### config.mk
export PLATFORM = sky130hd
export DESIGN_NAME = cursor_ctrl
export DESIGN_NICKNAME = d
export VERILOG_FILES = /design/src/rtl/cursor_ctrl.sv
export SDC_FILE = /design/constraint.sdc
export NUM_CORES = 1
export LEC_CHECK = 0
export BUFFER_PORTS_ARGS = -buffer_cell sky130_fd_sc_hd__buf_2
export CAP_MARGIN = 20
export CORE_ASPECT_RATIO = 1.75
export CORE_MARGIN = 4
export CORE_UTILIZATION = 55
export CTS_BUF_LIST = sky130_fd_sc_hd__clkbuf_16
export DETAILED_ROUTE_END_ITERATION = 7
export PLACE_DENSITY = 0.77
export SLEW_MARGIN = 20
export SYNTH_ARGS = -nofsm -noshare
export SYNTH_HDL_FRONTEND = slang
export SYNTH_SLANG_ARGS = --single-unit
### constraint.sdc
create_clock -name clk -period 2.6 [get_ports clk]
set_input_delay 0.52 -clock clk [delete_from_list [all_inputs] [get_ports clk]]
set_output_delay 0.52 -clock clk [all_outputs]
set_load 0.05 [all_outputs]
### src/rtl/cursor_ctrl.sv
// Purpose: 8x8 LED-matrix cursor; keys step the column with tap/auto-repeat, switches pick the row, paint presses become write strobes.
// Latency: one edge from a sampled key, row switch or paint press to the registered cursor, move_pulse and write strobe.
// Backpressure: none; the frame-buffer write strobe is fire-and-forget and the cursor is always ready.
module cursor_ctrl #(
    parameter int HOLD_CYCLES   = 1_500_000,
    parameter int REPEAT_CYCLES = 375_000
) (
    input  logic       clk,
    input  logic       reset,
    input  logic       key_left,
    input  logic       key_right,
    input  logic [7:0] row_select,
    input  logic       paint,
    output logic [2:0] cur_x,
    output logic [2:0] cur_y,
    output logic       move_pulse,
    output logic       wr_en,
    output logic [5:0] wr_addr
);

    localparam int MAX_CYCLES = (HOLD_CYCLES > REPEAT_CYCLES) ? HOLD_CYCLES : REPEAT_CYCLES;
    localparam int CNT_W      = (MAX_CYCLES > 1) ? $clog2(MAX_CYCLES) : 1;
    localparam logic [CNT_W-1:0] HOLD_LAST   = CNT_W'(HOLD_CYCLES - 1);
    localparam logic [CNT_W-1:0] REPEAT_LAST = CNT_W'(REPEAT_CYCLES - 1);

    typedef enum logic [1:0] {
        S_IDLE   = 2'd0,
        S_HOLD   = 2'd1,
        S_REPEAT = 2'd2
    } state_t;

    state_t           state;
    state_t           state_nxt;
    logic [CNT_W-1:0] cnt;
    logic [CNT_W-1:0] cnt_nxt;
    logic             dir_left;
    logic             dir_left_nxt;
    logic             step;
    logic             step_left;
    logic             abort;
    logic             one_key;
    logic             paint_prev;
    logic             press;
    logic [2:0]       y_nxt;

    // Exactly one key down starts a move; the latched key released or the other key pressed cancels it.
    assign one_key = key_left ^ key_right;
    assign abort   = dir_left ? (!key_left || key_right) : (!key_right || key_left);
    assign press   = paint && !paint_prev;

    // FSM state, repeat counter and latched direction.
    always_ff @(posedge clk) begin
        if (reset) begin
            state    <= S_IDLE;
            cnt      <= '0;
            dir_left <= 1'b0;
        end else begin
            state    <= state_nxt;
            cnt      <= cnt_nxt;
            dir_left <= dir_left_nxt;
        end
    end

    // Next-state selection for the tap / hold / repeat sequence.
    always_comb begin
        state_nxt = state;
        case (state)
            S_IDLE: begin
                if (one_key) state_nxt = S_HOLD;
            end
            S_HOLD: begin
                if (abort)                  state_nxt = S_IDLE;
                else if (cnt == HOLD_LAST)  state_nxt = S_REPEAT;
            end
            S_REPEAT: begin
                if (abort) state_nxt = S_IDLE;
            end
            default: state_nxt = S_IDLE;
        endcase
    end

    // Step request, step direction and counter update for the current state.
    always_comb begin
        step         = 1'b0;
        step_left    = dir_left;
        dir_left_nxt = dir_left;
        cnt_nxt      = cnt;
        case (state)
            S_IDLE: begin
                if (one_key) begin
                    step         = 1'b1;
                    step_left    = key_left;
                    dir_left_nxt = key_left;
                    cnt_nxt      = '0;
                end
            end
            S_HOLD: begin
                if (abort) begin
                    cnt_nxt = '0;
                end else if (cnt == HOLD_LAST) begin
                    step    = 1'b1;
                    cnt_nxt = '0;
                end else begin
                    cnt_nxt = cnt + 1'b1;
                end
            end
            S_REPEAT: begin
                if (abort) begin
                    cnt_nxt = '0;
                end else if (cnt == REPEAT_LAST) begin
                    step    = 1'b1;
                    cnt_nxt = '0;
                end else begin
                    cnt_nxt = cnt + 1'b1;
                end
            end
            default: begin
                cnt_nxt = '0;
            end
        endcase
    end

    // Row follows the highest set switch; all switches off keeps the current row.
    always_comb begin
        y_nxt = cur_y;
        for (int i = 0; i < 8; i++) begin
            if (row_select[i]) y_nxt = 3'(i);
        end
    end

    // Cursor, move pulse and paint strobe; the write address captures the position before this edge's step.
    always_ff @(posedge clk) begin
        if (reset) begin
            cur_x      <= 3'd0;
            cur_y      <= 3'd0;
            move_pulse <= 1'b0;
            wr_en      <= 1'b0;
            wr_addr    <= 6'd0;
            paint_prev <= 1'b0;
        end else begin
            if (step) cur_x <= step_left ? (cur_x + 3'd1) : (cur_x - 3'd1);
            cur_y      <= y_nxt;
            move_pulse <= step;
            paint_prev <= paint;
            wr_en      <= press;
            if (press) wr_addr <= {cur_y, cur_x};
        end
    end

endmodule

==> results.txt <==
Root Buffer: clkbuf_16
num rows: 29
PD cells: 627 nW/um^2
routability cong.: 0.865
library cells used by synthesis: 46
RSZ-0062 raised after global routing: no
DPL Wire Length: 3410 um
final hold vios: 0
register area share after synthesis: 38.5%
Die Area: 4760 um^2
CP startpoint kind: flip-flop
nets@finish: 298
HP Class: flip-flop to flip-flop
Pwr Total: 1.50 mW
area delta synth->final: 17.9%
TritonCTS clock tree: yes
Pre-Repair DR Iteration Count: 4
critical path class: flip-flop to flip-flop
pin count of the biggest net entering global routing: 23
commonest non-fill, non-tap cell in the layout: dfxtp_1
Routed WL: 4450 um
layout cell share with drive strength beyond 1: 17.3%
most frequent cells in the layout: dfxtp_1, nand2_1, nor2_1, buf_2, inv_1
WL/cell: 13.7 um
Ports: 27
period utilization: 94.1%
Core Box Area: 3590 um^2
FF/Latch Area: 781 um^2
Final Max Tran Viols: 0
Mapped Cells: 242
Leak: 0.876 nW
synthesized flop and latch total: 39
skew final: 0.00377 ns
Worst-path clk slew: 0.06 ns
final setup violation count: 0
mapped cell area: 2030 um^2
Die W: 53.9 um
ANT cells: 0
via density per instance: 5.55
CP max FO: 6
Clock Latency Late Sink: 0.28 ns
die height: 88.3 um
clk buf depth: 2
cts repair resizes: 0
relative slew slack: 47.0%
CTS buffer count: 5
vias in the first global route: 1843
syn avg cell area: 8.38 um^2
Peak VDD IR: 0.782 mV
Final min period: 2.45 ns
Setup crit end kind: flip-flop
actual slew at the worst max-slew pin: 0.790 ns
status: finished clean
Worst EP arrival: 2.60 ns
prevailing post-synth register cell: dfxtp_1
GR Util All Layers: 22.6%
Final ANT Viol Nets: 0
Post-synth EDFFs: 0
H-tree levels: 2
number of buffers added for setup after CTS: 0
total of max-cap violations: 0
Synthesized Nets: 263
GR Overflow Total: 0
hold_ws: 0.450 ns
Synth warnings: 0
FFs w/ async S/R, synth: 0%
CTS hold repair buffers: 0
first-pass GRT wire length: 8000 um
initial DRC count: 23
initial core utilization: 56.5%
DRC errors left: 0
initial antenna violation count: 0
CTS Sinks: 39
Multi-input gate area: 1140 um^2
maximum clock frequency: 409 MHz
Critical Path RT: 2.76 ns
total number of vias: 1799
fillers: 322
IO Port Bufs: 26
cell families after synthesis:
family | synth area share (%)
AO/OA/AOI/OAI | 13.2
XOR/XNOR | 7.77
adder cells (fa/ha/maj) | 5.31
buffers and inverters | 5.18
flip-flops | 38.5
multiplexers | 1.05
AND/OR/NAND/NOR | 29.0
through the flow:
stage | setup WS [ns] | setup TNS, ns | util, % | cells | instance area [um^2]
global placement | 0.116 | 0 | 62.7 | 316 | 2250
global route | 0.0211 | 0 | 66.6 | 324 | 2390
finish | 0.153 | 0 | 66.6 | 324 | 2390
CTS | 0.174 | 0 | 66.6 | 324 | 2390
floorplan | 0.255 | 0 | - | 242 | 2030
detailed placement | -0.0346 | -0.0346 | 62.7 | 316 | 2250
layout make-up:
| cell class | count | area share [%] |
|---|---|---|
| Tap cell | 46 | 2.41 |
| Inverter | 20 | 3.14 |
| Timing Repair Buffer | 35 | 8.27 |
| Clock buffer | 5 | 5.23 |
| Sequential cell | 39 | 32.7 |
| Multi-Input combinational cell | 176 | 47.8 |
| Clock inverter | 3 | 0.523 |
report_power, final:
part / switching, mW / total, mW / leakage, nW / internal (mW)
sequential: 0.0239 / 0.652 / 0.318 / 0.628
combinational: 0.189 / 0.279 / 0.482 / 0.0897
clock: 0.223 / 0.569 / 0.0762 / 0.346
registers in the layout (all words and copies together), names as in the netlist:
signal / cells
cnt: 21
wr_addr: 6
cur_x: 3
cur_y: 3
state: 2
dir_left: 1
move_pulse: 1
paint_prev: 1
wr_en: 1
synthesized netlist by cell type (2+ instances only):
library cell  count  area [um^2]
nand2b_1          3         18.8
ha_1              7         87.6
nor4_1           10         62.6
xor2_1            3         26.3
nand3_1           4         20.0
dfxtp_1          39          781
inv_1            20         75.1
o21bai_1          3         22.5
nor2_1           27          101
nor3_1           11         55.1
or3b_1            2         17.5
clkbuf_1          6         22.5
nand2_1          28          105
or4_1             2         15.0
xnor2_1          15          131
a211oi_1          7         52.6
nand4_1           6         37.5
a21oi_1          14         70.1
nor2b_1           4         25.0
nand4b_1          2         17.5
and2_1            2         12.5
o31ai_1           3         22.5
critical path, stage by stage (launching register included):
cell and delay, ns:
dfxtp_1 0.37, ha_1 0.25, nand4b_1 0.16, nor4_1 0.49, a32oi_2 0.30, and4_1 0.27
or4_1 0.48
worst paths after layout:
path,to,from,slack (ns),cells past startpoint
worst min-delay path,wr_addr[4],wr_addr[4],0.45,2
worst max-delay path,cur_x[0],cnt[0],0.15,6
worst max register to register,cur_x[0],cnt[0],0.15,6
worst min register to register,wr_addr[4],wr_addr[4],0.45,2
metal layers:
layer	vias to the layer above	share of wire, %	track usage [%]
li1	911	-	-
met1	840	36	22.7
met2	37	58	42.3
met3	11	3.9	4.72
met4	0	2.7	10.2
met5	-	0	0
Power figures use the tool's default switching activity.
